`src/rtl/set_engine_p.sv`:
```
// set_engine_p: parametrised multi-lane counter of grid points inside a set relation over three circles
module set_engine_p #(
    parameter int GRID_N  = 8,
    parameter int NUM_PE  = 4,
    parameter int COORD_W = 4,
    parameter int CNT_W   = $clog2(GRID_N*GRID_N+1)
) (
    input  logic                 clk_i,
    input  logic                 rst_i,
    input  logic                 en_i,
    input  logic [6*COORD_W-1:0] central_i,
    input  logic [3*COORD_W-1:0] radius_i,
    input  logic [1:0]           mode_i,
    output logic                 busy_o,
    output logic                 valid_o,
    output logic [CNT_W-1:0]     candidate_o
);
    localparam int TOT = GRID_N*GRID_N;
    localparam int PW  = $clog2(TOT+NUM_PE+1);
    localparam int XW  = COORD_W+1;
    localparam int DW  = COORD_W+2;
    localparam int SW  = 2*COORD_W+3;
    localparam logic [PW-1:0] TOT_P = PW'(TOT);
    localparam logic [PW-1:0] NUM_P = PW'(NUM_PE);
    localparam logic [PW-1:0] GN_P  = PW'(GRID_N);

    typedef enum logic [1:0] {IDLE, SCAN, DRAIN, DONE} state_t;

    state_t               state_q;
    logic                 busy_q, valid_q, drain_q;
    logic [PW-1:0]        p_q;
    logic [1:0]           mode_q;
    logic [6*COORD_W-1:0] cen_q;
    logic [3*COORD_W-1:0] rad_q;
    logic [PW-1:0]        p_d [NUM_PE];
    logic [XW-1:0]        x_d [NUM_PE];
    logic [XW-1:0]        y_d [NUM_PE];
    logic [NUM_PE-1:0]    m_d;
    logic [XW-1:0]        x_q [NUM_PE];
    logic [XW-1:0]        y_q [NUM_PE];
    logic [NUM_PE-1:0]    m_q;
    logic [2:0]           in_d [NUM_PE];
    logic [NUM_PE-1:0]    hit_d, hit_q;
    logic                 s1v_q, s2v_q;
    logic [CNT_W-1:0]     pop_d, acc_q;

    // boundary points count as inside; the wide signed math cannot overflow for any legal input
    function automatic logic inside_c(input logic [XW-1:0] x, y,
                                      input logic [COORD_W-1:0] xc, yc, r);
        logic signed [DW-1:0] dx, dy;
        logic signed [SW-1:0] ex, ey;
        logic [SW-1:0]        re;
        dx = $signed({1'b0, x}) - $signed({2'b0, xc});
        dy = $signed({1'b0, y}) - $signed({2'b0, yc});
        ex = SW'(dx);
        ey = SW'(dy);
        re = SW'(r);
        return $unsigned(ex*ex + ey*ey) <= re*re;
    endfunction

    // control FSM: accept a job, scan all batches, drain the pipeline, strobe the result
    always_ff @(posedge clk_i or negedge rst_i) begin
        if (!rst_i) begin
            state_q <= IDLE;
            busy_q  <= 1'b0;
            valid_q <= 1'b0;
            drain_q <= 1'b0;
            p_q     <= '0;
            mode_q  <= '0;
            cen_q   <= '0;
            rad_q   <= '0;
        end else begin
            case (state_q)
                IDLE: if (en_i) begin
                    state_q <= SCAN;
                    busy_q  <= 1'b1;
                    p_q     <= '0;
                    mode_q  <= mode_i;
                    cen_q   <= central_i;
                    rad_q   <= radius_i;
                end
                SCAN: begin
                    p_q <= p_q + NUM_P;
                    if (p_q + NUM_P >= TOT_P) begin
                        state_q <= DRAIN;
                        drain_q <= 1'b0;
                    end
                end
                DRAIN: begin
                    drain_q <= 1'b1;
                    if (drain_q) begin
                        state_q <= DONE;
                        valid_q <= 1'b1;
                    end
                end
                default: begin
                    state_q <= IDLE;
                    busy_q  <= 1'b0;
                    valid_q <= 1'b0;
                end
            endcase
        end
    end

    // raster coordinates of the current batch; lanes past the last grid point are masked
    always_comb begin
        for (int j = 0; j < NUM_PE; j++) begin
            p_d[j] = p_q + PW'(j);
            x_d[j] = XW'(p_d[j] % GN_P) + XW'(1);
            y_d[j] = XW'(p_d[j] / GN_P) + XW'(1);
            m_d[j] = p_d[j] < TOT_P;
        end
    end

    // per-lane circle inclusion {a,b,c} and the mode-selected hit bit
    always_comb begin
        hit_d = '0;
        for (int j = 0; j < NUM_PE; j++) begin
            for (int k = 0; k < 3; k++)
                in_d[j][2-k] = inside_c(x_q[j], y_q[j],
                                        cen_q[(6-2*k)*COORD_W-1 -: COORD_W],
                                        cen_q[(5-2*k)*COORD_W-1 -: COORD_W],
                                        rad_q[(3-k)*COORD_W-1 -: COORD_W]);
            hit_d[j] = m_q[j] & ((mode_q == 2'd0) ? in_d[j][2] :
                                 (mode_q == 2'd1) ? in_d[j][2] & in_d[j][1] :
                                 (mode_q == 2'd2) ? in_d[j][2] ^ in_d[j][1] :
                                 (in_d[j] == 3'b110) | (in_d[j] == 3'b101) | (in_d[j] == 3'b011));
        end
    end

    // popcount of the registered hit vector
    always_comb begin
        pop_d = '0;
        for (int j = 0; j < NUM_PE; j++)
            pop_d = pop_d + CNT_W'(hit_q[j]);
    end

    // two pipeline stages (coordinates, hits) feeding the accumulator
    always_ff @(posedge clk_i or negedge rst_i) begin
        if (!rst_i) begin
            x_q   <= '{default: '0};
            y_q   <= '{default: '0};
            m_q   <= '0;
            hit_q <= '0;
            s1v_q <= 1'b0;
            s2v_q <= 1'b0;
            acc_q <= '0;
        end else begin
            x_q   <= x_d;
            y_q   <= y_d;
            m_q   <= m_d;
            hit_q <= hit_d;
            s1v_q <= state_q == SCAN;
            s2v_q <= s1v_q;
            acc_q <= (state_q == IDLE && en_i) ? '0 : s2v_q ? acc_q + pop_d : acc_q;
        end
    end

    assign busy_o      = busy_q;
    assign valid_o     = valid_q;
    assign candidate_o = acc_q;
endmodule

```
`config.mk`:
```
export PLATFORM = sky130hd
export DESIGN_NAME = set_engine_p
export DESIGN_NICKNAME = d
export VERILOG_FILES = /design/src/rtl/set_engine_p.sv
export SDC_FILE = /design/constraint.sdc
export NUM_CORES = 1
export LEC_CHECK = 0
export CORE_MARGIN = 3
export CORE_UTILIZATION = 35
export CTS_CLUSTER_SIZE = 20
export DETAILED_ROUTE_END_ITERATION = 8
export GPL_ROUTABILITY_DRIVEN = 0
export GPL_TIMING_DRIVEN = 0
export MAX_ROUTING_LAYER = met4
export PLACE_DENSITY = 0.6
export SYNTH_ARGS = -nofsm -noshare
export SYNTH_HDL_FRONTEND = slang
export SYNTH_SLANG_ARGS = --single-unit
```
`constraint.sdc`:
```
create_clock -name clk_i -period 13.1 [get_ports clk_i]
set_input_delay 3.93 -clock clk_i [delete_from_list [all_inputs] [get_ports clk_i]]
set_output_delay 3.93 -clock clk_i [all_outputs]
set_load 0.05 [all_outputs]
```
==> metrics, run 1 <==
# IOs=50; first-pass GRT wire length=roughly 120 mm; Final ANT Viol Nets=0; max frequency=0.0998 GHz; status=complete, no violations; clock slew at reported path FFs=about 0.09 ns; CTS tree=built; # diodes=0; vias per cell=~4.7; Min-Delay Path Class=reg2reg; GRT Total Usage=15.9%; worst slew pin tran=~1.2 ns; Synth area leaders=fa_1, ha_1, inv_1; number of synthesized register bits=between 80 and 90; routed via count=22248; mapped cell area=between 30000 and 40000 um^2; IO buf count=slightly below 50; Worst-Skew Late Latency=roughly 0.38 ns; TritonCTS buffer count=9; max-slew violation count=0; post-synthesis sequential area ratio=just under 7%; Final setup viols=0; asr flop ratio synth=between 90% and 100%; max_cap viols=0; post-DP HPWL=about 60 mm; R2R Setup Slk=~3.1 ns; kind of critical path=reg2reg; reg2reg path depth=30; total gr overflow=0; vias in the first global route=between 20000 and 25000; Iteration-0 DRC Markers=about 1000; DR DRC count=0; H-Tree Depth=3; Req. time, crit path=approximately 13 ns; area growth from synthesis to layout=7.52%; Synth cell types=between 70 and 80; number of cells produced by synthesis=3526; setup tns final=0 ns; die area=about 93000 um^2; EDFF count, synth=0; critical path's slowest cell=dfrtp_1; Synth Flop Type=dfrtp_1; Rel. slew slack=between 20% and 30%; WL per Instance=roughly 14 um; core area=between 80000 and 90000 um^2; worst-path fanout max=10; clk sink count=85; RSZ-0062 raised after global routing=no; Pre-Repair DR Iteration Count=5; Std-Cell Rows=roughly 110; Die Height=between 300 and 400 um; postcts setup bufs=0; clock root buffer master=clkbuf_16; hold path depth=0; top cell type by total area after synthesis=fa_1; post-CTS resize count=0; layout cells sized above 1=1.88%; Critical Path End Type=register; Die Wd=305 um; Data arrival, critical path=between 10 and 15 ns; average size of a mapped cell=just under 9 um^2; post-route clock period utilization=between 70% and 80%; final setup skew=0.0122 ns; initial antenna violation count=5; critical path's largest stage delay=approximately 1.0 ns; largest net degree at the start of global routing=47; DRT Wirelength=~69 mm; post-synth top area share=31.9%; Synth warnings=0; Clock Tree Buf Depth=2; Fin. Hold Viols=0; CTS Hold Bufs=0; Final #Nets=between 4000 and 5000; Initial Util=between 30% and 40%; final core occ=38.1%; Final Critical Period=10.02 ns; Startpoint Class=register
[per-stage QoR]
step / setup WS, ns / cells / instance area [um^2] / hold slack (ns)
CTS: 2.95 / 4781 / 33700 / 0.452
floorplan: 4.95 / 3550 / 31500 / 0.331
global route: 2.53 / 4781 / 33700 / 0.465
global placement: 3.08 / 4764 / 33400 / 0.418
finish: 3.08 / 4781 / 33700 / 0.468
detailed placement: 3.01 / 4765 / 33400 / 0.423
[state kept, by name (all words and copies together) (netlist names), 2 cells and up]
signal,count
state_q,2
candidate_o,7
p_q,5
rad_q,12
hit_q,4
x_q,5
y_q,17
mode_q,2
cen_q,24
m_q,2
[final cells by class]
class,count,area (um^2)
Buffer,32,131
Sequential cell,85,2130
Inverter,927,3480
Clock inverter,7,71.3
Fill cell,9035,54900
Timing Repair Buffer,50,515
Clock buffer,9,225
Tap cell,1165,1460
Multi-Input combinational cell,2506,25700
[path summary, 6_finish.rpt]
kind / from / end
max in group asynchronous: rst_i / candidate_o[2]
min in group asynchronous: rst_i / rad_q[3]
min: s1v_q / s2v_q
min reg2reg: s1v_q / s2v_q
max: x_q[6] / hit_q[0]
max reg2reg: x_q[6] / hit_q[0]
[layout by cell type (no fill, tap or decap), types with 24 or more instances in the layout]
cell type / Yosys / layout
and2_1: 78 / 78
ha_1: 511 / 511
dfrtp_1: 85 / 85
nor2b_1: 62 / 62
nand2_1: 184 / 184
o21ai_0: 70 / 70
a21o_1: 81 / 81
clkbuf_1: 26 / 26
a211oi_1: 24 / 24
xor2_1: 61 / 61
nor2_1: 191 / 191
fa_1: 500 / 500
clkdlybuf4s50_1: 0 / 48
o21bai_1: 36 / 36
a21oi_1: 154 / 154
inv_1: 923 / 923
conb_1: 2 / 26
xnor2_1: 238 / 238
nand2b_1: 59 / 59
[critical path: cells and delay by family (launching register included)]
family	cells	cell delay, ns
AOI/OAI and AO/OA	5	1.23
xor gates and xnor gates	4	0.91
adders and majority gates	10	4.32
buffers and inverters	7	1.12
DFF	1	1.01
and+or+nand+nor	4	1.32
[cells by family after synthesis]
family | synth area share, %
adders and majority gates | 52.3
buffers and inverters | 11.5
and+or+nand+nor | 10.7
AOI/OAI and AO/OA | 9.44
xor gates and xnor gates | 8.54
DFF | 6.78
muxes | 0.702
other | 0.0239
[routing by layer]
layer	vias up	track usage, %	share of wire [%]
li1	11075	-	-
met1	10932	22.3	50
met2	210	25.9	46
met3	31	1.41	2.8
met4	0	1.76	0.84
met5	-	-	0
[cell usage after synthesis, drive strengths merged, types with 7 or more instances]
| cell type | n |
|---|---|
| a31oi | 17 |
| or4 | 8 |
| inv | 924 |
| nand2b | 59 |
| and3 | 12 |
| clkbuf | 27 |
| xnor2 | 239 |
| nand3 | 22 |
| xor2 | 61 |
| nor2 | 191 |
| mux2 | 16 |
| nor3 | 12 |
| a211oi | 24 |
| nand4b | 8 |
| fa | 500 |
| and2 | 79 |
| dfrtp | 85 |
| nand4 | 11 |
| or2 | 20 |
| o21ai | 78 |
| a2111oi | 7 |
| o21a | 10 |
| o31ai | 10 |
| o21bai | 36 |
| nor2b | 62 |
| a21o | 81 |
| ha | 511 |
| a21oi | 155 |
| nand2 | 184 |
Power of run 1 is not shown: default switching activity piles up to over one toggle a cycle in this logic, so the estimate is an artifact.
==> run 2, diff against run 1 <==
PLACE_DENSITY = 0.61   (was 0.6)
clock period = 8.6 ns   (was 13.1 ns; I/O delays follow)
==> run 2 against run 1 <==
First-iteration DRC count is 8.1% lower; fmax grew 21%; core utilization is 0.98 points higher; sequential cell count is the same; die area is the same; cell count up 0.90%; critical path depth rose by 6; largest cell class unchanged.
==> metrics, run 2 (same netlist as run 1, synthesis figures left out) <==
core area=roughly 89000 um^2; Die Wd=305 um; Biggest register=cen_q; Data arrival, critical path=8.58 ns; # IOs=50; max FFs per register=24; layout cells sized above 1=5.49%; post-route clock period utilization=slightly below 100%; most common cell after layout, fill and taps aside=inv_1; WL per Instance=around 14 um; initial antenna violation count=2; commonest non-fill, non-tap cells in the layout=inv_1, ha_1, fa_1; first-pass GRT wire length=116 mm; die area=about 93000 um^2; Startpoint Class=register; setup tns final=0 ns; Initial Util=a little over a third; H-Tree Depth=3; kind of critical path=reg2reg; Critical Path End Type=register; Worst-Skew Late Latency=~0.38 ns; critical path's slowest cell=fa_1; top flop regs=cen_q (24), y_q (17), rad_q (12); Pre-Repair DR Iteration Count=5; post-DP HPWL=around 60 mm; Die Height=between 300 and 400 um; Final Critical Period=just over 8 ns; Rel. slew slack=about 15%; area growth from synthesis to layout=10.3%; Iteration-0 DRC Markers=slightly above 900; Final setup viols=0; placed cell count=~4800; DRT Wirelength=69.8 mm; IO buf count=approximately 50; Clock Tree Buf Depth=2; worst slew pin tran=1.26 ns; max frequency=between 0.1 and 0.15 GHz; largest net degree at the start of global routing=48; clock root buffer master=clkbuf_16; Layout Cells excl Fill=around 4800; worst-path fanout max=5; max-slew violation count=0; Fin. Hold Viols=0; Min-Delay Path Class=reg2reg; Std-Cell Rows=around 110; total gr overflow=0; routed via count=~22000; DR DRC count=0; TritonCTS buffer count=9; GRT Total Usage=between 15 and 20%; final setup skew=approximately 0.016 ns; Req. time, crit path=8.89 ns; CTS tree=built; vias per cell=4.64; clock slew at reported path FFs=0.08 ns; Final #Nets=about 4700; vias in the first global route=roughly 23000; Final ANT Viol Nets=0; max_cap viols=0; critical path's largest stage delay=0.56 ns; clk sink count=85; status=complete, no violations; # diodes=0
-- run 2: per-stage QoR --
| stage | hold slack (ns) | worst slack (ns) | instance area [um^2] | utilization [%] |
|---|---|---|---|---|
| 3_5_place_dp | 0.425 | -1.46 | 33400 | 37.7 |
| 3_3_place_gp | 0.416 | -1.43 | 33400 | 37.7 |
| 5_1_grt | 0.443 | -0.137 | 34600 | 39.0 |
| 4_1_cts | 0.447 | -0.122 | 33900 | 38.3 |
| 6_report | 0.431 | 0.310 | 34600 | 39.0 |
| 2_1_floorplan | 0.331 | 0.449 | 31500 | - |
-- run 2: path summary, 6_finish.rpt --
check,from,endpoint,slack (ns),cells past startpoint
setup / recovery,x_q[6],hit_q[2],0.31,36
hold / removal,s1v_q,s2v_q,0.43,0
setup reg to reg,x_q[6],hit_q[2],0.31,36
hold reg to reg,s1v_q,s2v_q,0.43,0
max in group asynchronous,rst_i,cen_q[12],5.62,2
min in group asynchronous,rst_i,rad_q[1],2.22,1
-- run 2: layout make-up --
type / instances / area, um^2
Fill cell: 9003 / 54000
Multi-Input combinational cell: 2506 / 26200
Inverter: 927 / 3500
Sequential cell: 85 / 2140
Tap cell: 1165 / 1460
Timing Repair Buffer: 98 / 903
Clock buffer: 9 / 225
Buffer: 27 / 113
Clock inverter: 7 / 75.1
-- run 2: what timing repair did --
action	in CTS	in global routing
pin swaps	3	24
setup endpoints to repair	4	4
buffers inserted	9	39
gates resized for setup	25	90
hold buffers	0	0
endpoints found under the hold margin	0	0
-- run 2: critical path: cells and delay by family, from the launching register on --
family,cells,cell delay [ns]
flops,1,0.50
compound gates,7,1.15
buf+inv,12,1.02
simple gates,4,0.59
xor+xnor,2,0.33
fa+ha+maj,11,4.59
-- run 2: per-layer routing --
| metal | track usage [%] | up-vias | wire length, um |
|---|---|---|---|
| met5 | - | - | 0 |
| met4 | 1.98 | 0 | 964 |
| met3 | 1.87 | 40 | 2500 |
| met2 | 25.0 | 214 | 31900 |
| met1 | 22.5 | 10981 | 34500 |
| li1 | - | 11163 | - |
Power of run 2 is left out for the same reason.
==> run 3, diff against run 2 <==
CAP_MARGIN = 25   (was not set)
CORE_ASPECT_RATIO = 1.5   (was not set)
==> run 3 against run 2 <==
Cell count decreased by 0.33%; critical path depth down 3; critical path type unchanged; fmax fell by 0.86%.
==> metrics, run 3 (same netlist as run 1, synthesis figures left out) <==
kind of critical path=reg2reg; IO buf count=between 40 and 50; Critical Path End Type=register; Worst-Skew Late Latency=~0.38 ns; Final Critical Period=8.36 ns; Clock Tree Buf Depth=2; Rel. slew slack=27.3%; filler instances=around 9000; Iteration-0 DRC Markers=approximately 700; area growth from synthesis to layout=10.6%; die area=93400 um^2; final setup skew=between 0.01 and 0.015 ns; sequential cell area=~2100 um^2; top flop regs=cen_q (24), y_q (17), rad_q (12); total gr overflow=0; worst-path fanout max=5; TritonCTS buffer count=9; delay-heaviest family, CP=adder cells; Initial Util=a little over a third; clk sink count=between 80 and 90; Die Height=373 um; critical path's largest stage delay=0.60 ns; core area=88400 um^2; Placed Area=approximately 33000 um^2; post-route clock period utilization=a little over nine tenths; first-pass GRT wire length=~120 mm; max FFs per register=24; WL per Instance=15.1 um; layout cells sized above 1=6.17%; GRT Total Usage=between 10% and 20%; Data arrival, critical path=between 8 and 9 ns; Std-Cell Rows=about 130; routed via count=~23000; worst slew pin tran=approximately 1.1 ns; multi-input logic area=roughly 26000 um^2; post-DP HPWL=about 64 mm; Startpoint Class=register; Finished Cell Area=34700 um^2; Die Wd=approximately 250 um; Biggest register=cen_q; most common cell after layout, fill and taps aside=inv_1; Final #Nets=~4700; max-slew violation count=0; clock slew at reported path FFs=0.08 ns; largest net degree at the start of global routing=46; max_cap viols=0; Min-Delay Path Class=reg2reg; clock root buffer master=clkbuf_16; Final ANT Viol Nets=0; Pre-Repair DR Iteration Count=5; vias per cell=roughly 4.7; CTS Hold Bufs=0; H-Tree Depth=3; critical path's slowest cell=fa_2; DR DRC count=0; # diodes=0; max frequency=around 0.12 GHz; status=complete, no violations; Buf/Inv on CP=9; # IOs=50; Req. time, crit path=8.85 ns; DRT Wirelength=72.8 mm; initial antenna violation count=0; setup tns final=0 ns; Final setup viols=0; CTS tree=built; commonest non-fill, non-tap cells in the layout=inv_1, ha_1, fa_1; Fin. Hold Viols=0; vias in the first global route=approximately 24000
## run 3: changes by cell type in the layout (fill, tap and decap cells not counted), moves of 3 or more
cell    previous run  this run
buf_4             45        40
fa_1             493       490
fa_2               7        10
ha_1             503       497
ha_4               4         9
inv_1            912       903
inv_2              9        17
inv_8              3         0
nor2_1           187       182
nor2_2             3         9
## run 3: repair_timing
item                                    in CTS  in global routing
endpoints found under the setup margin       4                  4
pin swaps                                   11                 41
setup buffers                               11                 34
resized for setup                           43                 90
## run 3: metal layers
| metal | wire, um | vias to the layer above | global-route usage (%) | part of all wire (%) |
|---|---|---|---|---|
| li1 | - | 11158 | - | - |
| met1 | 27600 | 11280 | 17.3 | 38 |
| met2 | 41200 | 220 | 32.6 | 57 |
| met3 | 1270 | 78 | 0.885 | 1.7 |
| met4 | 2640 | 0 | 5.39 | 3.6 |
| met5 | 0 | - | - | 0 |
## run 3: final timing paths
check	from	slack (ns)	cells after the start	endpoint
setup / recovery	x_q[6]	0.24	33	hit_q[2]
hold / removal	s1v_q	0.37	0	s2v_q
setup reg to reg	x_q[6]	0.24	33	hit_q[2]
hold reg to reg	s1v_q	0.37	0	s2v_q
max in group asynchronous	rst_i	5.65	2	cen_q[23]
min in group asynchronous	rst_i	2.20	1	x_q[8]
## run 3: per-stage QoR
step           hold slack [ns]  setup slack, ns  utilization, %  std cells
2_1_floorplan            0.331            0.449               -       3550
3_3_place_gp             0.349            -1.78            37.8       4746
3_5_place_dp             0.351            -1.15            37.9       4752
4_1_cts                  0.368          -0.0413            38.5       4776
5_1_grt                  0.385          -0.0736            39.3       4808
6_report                 0.370            0.238            39.3       4808
## run 3: worst reg2reg max path: cells and delay by family (launching register included)
family / cells / cell delay (ns)
XOR/XNOR: 1 / 0.19
AND/OR/NAND/NOR: 4 / 0.45
adder cells (fa/ha/maj): 12 / 4.85
flip-flops: 1 / 0.54
buffers and inverters: 9 / 0.75
AO/OA/AOI/OAI: 7 / 1.45
## run 3: layout make-up
class | instances | share of cell area, %
multi-input cells | 2506 | 75.6
inverters | 927 | 10.1
flip-flops and latches | 85 | 6.16
well taps | 1147 | 4.13
repair buffers | 101 | 2.81
clock buffers | 9 | 0.649
plain buffers | 26 | 0.314
clock inverters | 7 | 0.231
Power of run 3 is left out for the same reason.
